**src/rtl/emsx_tone_mixer.sv**
```systemverilog
// emsx_tone_mixer: two square tones plus a shared sawtooth, mixed per channel with
// saturation and noise-shaped onto two 6-bit DAC codes; also stretches reset for neighbours.
// Latency: mix registers on the sample tick, DAC codes one clock later; no backpressure (free-running).
module emsx_tone_mixer #(
  parameter int unsigned CLK_DIV     = 486,
  parameter int unsigned POR_CYCLES  = 1024,
  parameter int unsigned TONE_L_HALF = 50,
  parameter int unsigned TONE_R_HALF = 25,
  parameter logic [15:0] AMP         = 16'd4096,
  parameter logic [15:0] SAW_STEP    = 16'd256
) (
  input  logic       clk21m,
  input  logic       reset,
  output logic       power_on_reset,
  output logic [5:0] pDac_SL,
  output logic [5:0] pDac_SR
);

  localparam int DIV_W = (CLK_DIV > 1) ? $clog2(CLK_DIV) : 1;
  localparam int POR_W = $clog2(POR_CYCLES + 1);
  localparam int HL_W  = (TONE_L_HALF > 1) ? $clog2(TONE_L_HALF) : 1;
  localparam int HR_W  = (TONE_R_HALF > 1) ? $clog2(TONE_R_HALF) : 1;
  localparam logic [15:0] AMP_NEG = 16'd0 - AMP;

  logic             r_por;
  logic [POR_W-1:0] r_por_cnt;
  logic [DIV_W-1:0] r_div;
  logic [HL_W-1:0]  r_cnt_a, w_cnt_a_nxt;
  logic [HR_W-1:0]  r_cnt_b, w_cnt_b_nxt;
  logic             r_neg_a, w_neg_a_nxt;
  logic             r_neg_b, w_neg_b_nxt;
  logic [15:0]      r_saw, w_saw_nxt;
  logic [15:0]      r_mix_l, r_mix_r;
  logic [9:0]       r_err_l, r_err_r;
  logic [5:0]       r_dac_l, r_dac_r;

  logic             w_arst;
  logic             w_tick;
  logic [15:0]      w_sq_a, w_sq_b, w_saw_half;
  logic [16:0]      w_sum_l, w_sum_r;
  logic [15:0]      w_q_l, w_q_r;

  // Clamp a 17-bit signed sum into the 16-bit signed range.
  function automatic logic [15:0] sat17(input logic [16:0] s);
    if (s[16] != s[15]) sat17 = s[16] ? 16'h8000 : 16'h7FFF;
    else                sat17 = s[15:0];
  endfunction

  // First-order error feedback quantizer; returns {code, new error}.
  // The top-of-range case pins the error so a full-scale input cannot wrap the code.
  function automatic logic [15:0] quant(input logic [15:0] u, input logic [9:0] err);
    logic [16:0] s;
    s = {1'b0, u} + {7'd0, err};
    if (s[16]) quant = {6'd63, 10'h3FF};
    else       quant = s[15:0];
  endfunction

  // Audio path stays parked while either reset or the stretched POR is active.
  assign w_arst = reset | r_por;
  assign w_tick = (r_div == DIV_W'(CLK_DIV - 1));

  // Stretch reset: hold power_on_reset for POR_CYCLES clocks after reset drops.
  always_ff @(posedge clk21m) begin
    if (reset) begin
      r_por     <= 1'b1;
      r_por_cnt <= '0;
    end else if (r_por) begin
      if (r_por_cnt == POR_W'(POR_CYCLES - 1)) r_por <= 1'b0;
      else                                     r_por_cnt <= r_por_cnt + POR_W'(1);
    end
  end

  // Sample-rate divider producing a one-clock tick at its terminal count.
  always_ff @(posedge clk21m) begin
    if (w_arst || w_tick) r_div <= '0;
    else                  r_div <= r_div + DIV_W'(1);
  end

  // Next state of the tone generators; they only move on a tick.
  always_comb begin
    w_cnt_a_nxt = r_cnt_a;
    w_cnt_b_nxt = r_cnt_b;
    w_neg_a_nxt = r_neg_a;
    w_neg_b_nxt = r_neg_b;
    w_saw_nxt   = r_saw;
    if (w_tick) begin
      if (r_cnt_a == HL_W'(TONE_L_HALF - 1)) begin
        w_cnt_a_nxt = '0;
        w_neg_a_nxt = ~r_neg_a;
      end else begin
        w_cnt_a_nxt = r_cnt_a + HL_W'(1);
      end
      if (r_cnt_b == HR_W'(TONE_R_HALF - 1)) begin
        w_cnt_b_nxt = '0;
        w_neg_b_nxt = ~r_neg_b;
      end else begin
        w_cnt_b_nxt = r_cnt_b + HR_W'(1);
      end
      w_saw_nxt = r_saw + SAW_STEP;
    end
  end

  // Tone generator state registers; phase 0 is the + half of the square.
  always_ff @(posedge clk21m) begin
    if (w_arst) begin
      r_cnt_a <= '0;
      r_cnt_b <= '0;
      r_neg_a <= 1'b0;
      r_neg_b <= 1'b0;
      r_saw   <= '0;
    end else begin
      r_cnt_a <= w_cnt_a_nxt;
      r_cnt_b <= w_cnt_b_nxt;
      r_neg_a <= w_neg_a_nxt;
      r_neg_b <= w_neg_b_nxt;
      r_saw   <= w_saw_nxt;
    end
  end

  // The mix samples the post-tick tone values so a phase flip is heard on its own tick.
  assign w_sq_a     = w_neg_a_nxt ? AMP_NEG : AMP;
  assign w_sq_b     = w_neg_b_nxt ? AMP_NEG : AMP;
  assign w_saw_half = {w_saw_nxt[15], w_saw_nxt[15:1]};
  assign w_sum_l    = {w_sq_a[15], w_sq_a} + {w_saw_half[15], w_saw_half};
  assign w_sum_r    = {w_sq_b[15], w_sq_b} + {w_saw_half[15], w_saw_half};

  // Saturated per-channel mix, held between ticks.
  always_ff @(posedge clk21m) begin
    if (w_arst) begin
      r_mix_l <= '0;
      r_mix_r <= '0;
    end else if (w_tick) begin
      r_mix_l <= sat17(w_sum_l);
      r_mix_r <= sat17(w_sum_r);
    end
  end

  // Offset binary (flip the sign bit) then quantize against the carried error.
  assign w_q_l = quant(r_mix_l ^ 16'h8000, r_err_l);
  assign w_q_r = quant(r_mix_r ^ 16'h8000, r_err_r);

  // DAC code and error registers, updated every clock for noise shaping.
  always_ff @(posedge clk21m) begin
    if (w_arst) begin
      r_dac_l <= 6'd32;
      r_dac_r <= 6'd32;
      r_err_l <= '0;
      r_err_r <= '0;
    end else begin
      r_dac_l <= w_q_l[15:10];
      r_err_l <= w_q_l[9:0];
      r_dac_r <= w_q_r[15:10];
      r_err_r <= w_q_r[9:0];
    end
  end

  assign power_on_reset = r_por;
  assign pDac_SL        = r_dac_l;
  assign pDac_SR        = r_dac_r;

endmodule

```
**config.mk**
```make
export PLATFORM = sky130hd
export DESIGN_NAME = emsx_tone_mixer
export DESIGN_NICKNAME = d
export VERILOG_FILES = /design/src/rtl/emsx_tone_mixer.sv
export SDC_FILE = /design/constraint.sdc
export NUM_CORES = 1
export LEC_CHECK = 0
export CAP_MARGIN = 20
export CORE_MARGIN = 2
export CORE_UTILIZATION = 65
export CTS_BUF_LIST = sky130_fd_sc_hd__clkbuf_8
export CTS_CLUSTER_SIZE = 28
export DETAILED_ROUTE_END_ITERATION = 10
export MAX_ROUTING_LAYER = met4
export PLACE_DENSITY = 0.84
export SETUP_SLACK_MARGIN = 0.05
export SLEW_MARGIN = 20
export SYNTH_ARGS = -nofsm -noshare
export SYNTH_HDL_FRONTEND = slang
export SYNTH_SLANG_ARGS = --single-unit
```
**constraint.sdc**
```tcl
create_clock -name clk21m -period 6.3 [get_ports clk21m]
set_clock_uncertainty 0.15 [all_clocks]
set_input_delay 1.89 -clock clk21m [delete_from_list [all_inputs] [get_ports clk21m]]
set_output_delay 1.89 -clock clk21m [all_outputs]
set_load 0.005 [all_outputs]
```
==> flow_metrics.py, run 1 <==
metrics = {
    "placed_design": {
        "dp.cells": 657,
        "place_hpwl_um": 6730,
        "pre_cts_ws_ns": 2.17,
        "numPortBuffers": 14,
        "gp_congestion": 0.868,
    },
    "sta": {
        "slew_viol_final": 0,
        "setup_viol": 0,
        "hold_ws_ns": 0.323,
        "finalHoldViolations": 0,
        "tightest_slew_ns": 0.963,
        "relSlewSlack_pct": 35.5,
        "fin_ws_ns": 2.35,
        "fmax_mhz": 253,
        "period_needed_ns": 3.95,
        "setup-tns-final_ns": 0,
        "finalCritPeriodShare_pct": 62.7,
        "rsz0062_at_grt": "no",
    },
    "layout": {
        "drive_gt1_share_pct": 4.18,
        "layout_common_cells": "dfxtp_1 (94), nor2_1 (81), a21oi_1 (50)",
        "area_growth_pct": 7.48,
        "finalNonFillerCells": 673,
        "n_fill_cell": 557,
        "num-nets-final": 611,
        "diodes": 0,
        "mostFrequentLayoutCell": "dfxtp_1",
    },
    "synth": {
        "ys_top_cells_by_area": "dfxtp_1 (39%), ha_1 (8.7%), nor2_1 (6.2%)",
        "synth-async-reset-ratio_pct": 0,
        "seq_area_frac_synth_pct": 38.5,
        "synth_ff_type": "dfxtp_1",
        "synthCells": 563,
        "yosys_warnings": 0,
        "yosysTopAreaCellShare_pct": 38.5,
        "synth_fp_nets": 605,
        "muxShareOfSynthArea_pct": 0.410,
        "syn_area_um2": 4890,
        "synth.distinct_cells": 52,
        "synth-xor-area-share_pct": 8.78,
        "synth-seq-cells": 94,
        "synth_fa_ha_area_share_pct": 11.2,
        "synth-simple-area-share_pct": 20.0,
        "synth_compound_area_share_pct": 16.7,
        "synth_edf_count": 0,
        "syn_area_per_cell_um2": 8.68,
        "yosys.area.top_type": "dfxtp_1",
        "synth_top_family_by_area": "simple AND/OR/NAND/NOR gates",
    },
    "floorplan": {
        "coreArea_um2": 7250,
        "dieArea_um2": 8230,
        "dieHeight_um": 90.7,
        "io_pins": 15,
        "die_x_um": 90.7,
        "start_util_pct": 67.4,
        "num_rows": 31,
    },
    "critical_path": {
        "worstPathArrival_ns": 4.01,
        "crit_chain": "nand4b_1, or3_1, buf_4, nor2_4, nand3_1, xor2_1, inv_1, ha_1, nor3b_1, a211oi_1, ha_1, nor2_1, a211oi_1, a21oi_1, nor2_1",
        "slowest_delay_ns": 0.41,
        "start_kind": "register",
        "rrSetupSlack_ns": 2.35,
        "regToRegEndpoint": "r_mix_l[10]",
        "critPathRequiredTime_ns": 6.36,
        "cp_slowest_cell": "dfxtp_1",
        "reg2reg_depth": 15,
        "crit_path_max_fanout": 35,
        "critPathCaptureType": "register",
        "timing.rr.start": "r_div[2]",
        "path_class": "register to register",
    },
    "grt": {
        "grt_max_degree": 59,
        "grt_pass1_wl_um": 16900,
        "antenna_found_initial": 0,
        "first_global_vias": 3900,
        "track_usage_pct": 25.1,
        "overflow": 0,
    },
    "route": {
        "dr.pass1.iters": 5,
        "drcViolationCount": 0,
        "drtIter0Drc": 155,
        "wl_um": 9560,
        "ant_nets": 0,
        "routed_via_density": 5.79,
        "avgRoutedWirePerCell_um": 14.2,
        "num_vias": 3896,
    },
    "min_path": {
        "hold_class": "register to register",
        "min_path_cells": 2,
        "min_to": "r_por_cnt[10]",
        "hold_path_startpoint": "r_por_cnt[10]",
    },
    "power_and_ir_drop": {
        "power.density_nw_per_um2": 187,
        "max-vdd-ir-drop_mv": 0.128,
        "p_total_w": 0.000983,
        "leakage_nw": 1.91,
    },
    "clocking": {
        "cts_hold_buffers": 0,
        "cts-root-buf": "clkbuf_8",
        "cts_tree": "yes",
        "cts_buffers": 9,
        "path_clk_slew_ns": 0.08,
        "cts_setup_buffers": 0,
        "clkLatencyLatePin_ns": 0.36,
        "cts.path.max_buffers": 2,
        "cts_sinks": 94,
        "cts_resized": 0,
        "cts-htree-levels": 3,
    },
    "run_status": {
        "status": "completed",
    },
    "flow_run": {
        "cap_violations": 0,
    },
}
[through the flow]
step	util, %	instance area (um2)
final	72.4	5250
after detailed placement	69.8	5060
after global routing	72.4	5250
after CTS	72.4	5250
after floorplan	-	4890
after global placement	69.8	5060
[worst max-delay path by stage]
stage | from | cells after the start | end | slack, ns
finish | r_div[2] | 15 | r_mix_l[10] | 2.35
global route | r_div[0] | 16 | r_mix_l[9] | 2.04
CTS | r_div[2] | 15 | r_mix_l[10] | 2.34
detailed placement | reset | 4 | pDac_SR[5] | 2.17
global placement | reset | 4 | pDac_SL[5] | 2.22
floorplan | r_div[2] | 14 | r_mix_r[12] | 2.84
[synthesized netlist by cell type (7+ instances only)]
| cell | count |
|---|---|
| nand2_1 | 28 |
| nand4_1 | 15 |
| nor3_1 | 21 |
| and3_1 | 11 |
| nand3_1 | 10 |
| a21o_1 | 7 |
| dfxtp_1 | 94 |
| inv_1 | 31 |
| a21oi_1 | 50 |
| clkbuf_1 | 11 |
| xnor2_1 | 21 |
| a31oi_1 | 9 |
| a211oi_1 | 24 |
| xor2_1 | 28 |
| o21ai_0 | 14 |
| nor2_1 | 81 |
| nor2b_1 | 8 |
| ha_1 | 34 |
[sequential cells by signal (all words and copies together) (netlist names), 8 cells and up]
name,flops
r_div,9
r_err_l,10
r_err_r,10
r_mix_l,10
r_mix_r,10
r_por_cnt,11
r_saw,8
[worst max-delay path: cells and delay by family, from the launching register on]
kind	cells	cell delay, ns
and+or+nand+nor	7	1.36
adders and majority gates	2	0.65
AOI/OAI and AO/OA	3	0.50
DFF	1	0.41
buffers and inverters	2	0.38
xor gates and xnor gates	1	0.35
[logic make-up (layout without fill, tap and decap cells)]
group,after synthesis,after routing
muxes,2,2
DFF,94,94
AOI/OAI and AO/OA,127,127
adders and majority gates,40,40
and+or+nand+nor,199,199
buffers and inverters,52,63
xor gates and xnor gates,49,49
[per-layer routing]
layer / routed length, um / global-route usage, % / up-vias
met3: 234 / 3.01 / 17
met2: 4780 / 43.8 / 58
met4: 153 / 10.1 / 0
met5: 0 / - / -
li1: - / - / 1980
met1: 4390 / 29.3 / 1841
[cell type report]
type / instances / area [um2] / area share, %
tap: 99 / 124 / 2.36
multi-input combinational: 417 / 2790 / 53.1
timing repair buffer: 16 / 155 / 2.95
clock buffer: 9 / 124 / 2.36
clock inverter: 7 / 60.1 / 1.14
sequential: 94 / 1880 / 35.8
inverter: 31 / 116 / 2.22
[report_power, final]
group | leakage (nW) | switching, W | internal [W]
combinational | 1.05 | 0.00000313 | 0.00000254
clock | 0.100 | 0.000201 | 0.000178
sequential | 0.757 | 0.00000212 | 0.000595
total | 1.91 | 0.000207 | 0.000776
Note: power is estimated with default switching activity, not from simulation.
==> inputs of run 2 (changes only) <==
--- a/config.mk
+++ b/config.mk
@@ -7,12 +7,12 @@
 export LEC_CHECK = 0
 export CAP_MARGIN = 20
 export CORE_MARGIN = 2
-export CORE_UTILIZATION = 65
+export CORE_UTILIZATION = 64
 export CTS_BUF_LIST = sky130_fd_sc_hd__clkbuf_8
 export CTS_CLUSTER_SIZE = 28
 export DETAILED_ROUTE_END_ITERATION = 10
 export MAX_ROUTING_LAYER = met4
-export PLACE_DENSITY = 0.84
+export PLACE_DENSITY = 0.83
 export SETUP_SLACK_MARGIN = 0.05
 export SLEW_MARGIN = 20
 export SYNTH_ARGS = -nofsm -noshare
==> constraint.sdc (replaced) <==
create_clock -name clk21m -period 3.9 [get_ports clk21m]
set_clock_uncertainty 0.15 [all_clocks]
set_input_delay 1.17 -clock clk21m [delete_from_list [all_inputs] [get_ports clk21m]]
set_output_delay 1.17 -clock clk21m [all_outputs]
set_load 0.005 [all_outputs]
==> run 2 against run 1 <==
Net effect: global-route usage shrank 1.7 points; sequential power up 62%; routed wire length is 4.4% lower; sequential share of layout area fell by 0.65 points; critical path depth fell by 3; cell count increased by 0.89%; count of clock-buffer cells in the layout stayed put; clock power grew 76%; design area grew 1.8%; worst setup slack got worse by 2.0 ns; critical endpoint is now r_mix_l[12].
==> flow_metrics.py, run 2 (synthesis results as in run 1) <==
metrics = {
    "route": {
        "avgRoutedWirePerCell_um": 13.5,
        "wl_um": 9140,
        "drcViolationCount": 0,
        "ant_nets": 0,
        "dr.pass1.iters": 4,
        "num_vias": 3922,
        "drtIter0Drc": 179,
        "routed_via_density": 5.78,
    },
    "flow_run": {
        "cap_violations": 0,
    },
    "layout": {
        "finalNonFillerCells": 679,
        "layout_common_cells": "dfxtp_1 (94), nor2_1 (80), a21oi_1 (50)",
        "n_fill_cell": 543,
        "area_growth_pct": 9.45,
        "mostFrequentLayoutCell": "dfxtp_1",
        "regMostFlops": "r_por_cnt",
        "num-nets-final": 617,
        "diodes": 0,
        "largest_reg_flops": 11,
        "drive_gt1_share_pct": 6.55,
        "fin_util_pct": 72.9,
    },
    "placed_design": {
        "numPortBuffers": 14,
        "dp.cells": 663,
        "place_hpwl_um": 6480,
        "gp_congestion": 0.896,
    },
    "clocking": {
        "cts.path.max_buffers": 2,
        "cts_tree": "yes",
        "cts_buffers": 9,
        "clkLatencyLatePin_ns": 0.37,
        "cts-root-buf": "clkbuf_8",
        "cts_sinks": 94,
        "cts-htree-levels": 3,
        "path_clk_slew_ns": 0.10,
        "cts_setup_buffers": 0,
    },
    "sta": {
        "period_needed_ns": 3.59,
        "tightest_slew_ns": 0.590,
        "fmax_mhz": 279,
        "relSlewSlack_pct": 60.2,
        "setup_viol": 0,
        "setup-tns-final_ns": 0,
        "slew_viol_final": 0,
        "finalHoldViolations": 0,
        "finalCritPeriodShare_pct": 92.0,
        "rsz0062_at_grt": "yes",
    },
    "floorplan": {
        "dieArea_um2": 8350,
        "coreArea_um2": 7330,
        "io_pins": 15,
        "num_rows": 31,
        "start_util_pct": 66.6,
        "dieHeight_um": 91.4,
        "die_x_um": 91.4,
    },
    "power_and_ir_drop": {
        "leakage_nw": 1.95,
        "power.density_nw_per_um2": 307,
        "max-vdd-ir-drop_mv": 0.208,
    },
    "critical_path": {
        "crit_path_max_fanout": 10,
        "critPathRequiredTime_ns": 4.00,
        "critPathCaptureType": "register",
        "path_class": "register to register",
        "worstPathArrival_ns": 3.69,
        "start_kind": "register",
    },
    "grt": {
        "grt_pass1_wl_um": 15700,
        "busiest_layer": "met2",
        "overflow": 0,
        "grt_max_degree": 29,
        "gr-usage-met1_pct": 26.2,
        "antenna_found_initial": 0,
        "grt_use_met2_pct": 41.4,
        "groute.layer.met3.usage_pct": 4.81,
        "first_global_vias": 3767,
        "track_usage_pct": 23.4,
    },
    "min_path": {
        "hold_class": "register to register",
    },
    "run_status": {
        "status": "completed",
    },
}
==> run 2: cell count changes in the layout (fill, tap and decap cells not counted), sizes merged <==
cell,before,now
buf,2,8
clkinv,0,2
inv,35,33
==> run 2: timing repair <==
action | in CTS | in global routing
hold buffers | 0 | 0
setup endpoints to repair | 0 | 16
endpoints found under the hold margin | 0 | 0
resized for setup | 0 | 5
==> run 2: cell type report <==
class                   count  area [um2]  share of cell area, %
multi-input cells         417        2820                   52.7
flip-flops and latches     94        1880                   35.2
repair buffers             22         200                   3.74
clock buffers               9         124                   2.32
well taps                  99         124                   2.32
inverters                  31         116                   2.18
clock inverters             7        82.6                   1.54
==> run 2: worst max-delay path, cell delays in order (launching register included) <==
cell      delay, ns
dfxtp_1        0.41
nand4b_1       0.23
or3_4          0.51
nor2_4         0.14
nand3_1        0.12
xor2_2         0.26
fa_1           0.22
inv_1          0.05
fa_1           0.43
ha_1           0.50
nor2b_1        0.14
a211oi_1       0.24
nor3_1         0.06
==> run 2: final timing paths <==
path / startpoint / to / slack [ns] / cells after the start
setup / recovery: r_div[2] / r_mix_l[12] / 0.31 / 12
hold / removal: r_por_cnt[10] / r_por_cnt[10] / 0.32 / 2
setup reg to reg: r_div[2] / r_mix_l[12] / 0.31 / 12
hold reg to reg: r_por_cnt[10] / r_por_cnt[10] / 0.32 / 2
==> run 2: routing by layer <==
metal  up-vias  routed length (um)
met5         -                   0
met4         0                 180
met3        18                 246
met2        67                4500
met1      1834                4220
li1       2003                   -
==> run 2: through the flow <==
stage | instance area (um2) | power, W | setup slack, ns | hold WS, ns
after floorplan | 4890 | 0.000993 | 0.436 | 0.276
after global placement | 5110 | 0.000997 | 0.295 | 0.299
after detailed placement | 5110 | 0.000997 | 0.121 | 0.307
after CTS | 5320 | 0.00165 | 0.114 | 0.322
after global routing | 5350 | 0.00169 | 0.0462 | 0.350
final | 5350 | 0.00164 | 0.311 | 0.324
==> run 2: report_power, final <==
part / internal, W / switching (W) / total, W
registers: 0.000962 / 0.00000337 / 0.000965
clock network: 0.000305 / 0.000365 / 0.000670
logic: 0.00000476 / 0.00000499 / 0.00000975
total: 0.00127 / 0.000373 / 0.00164
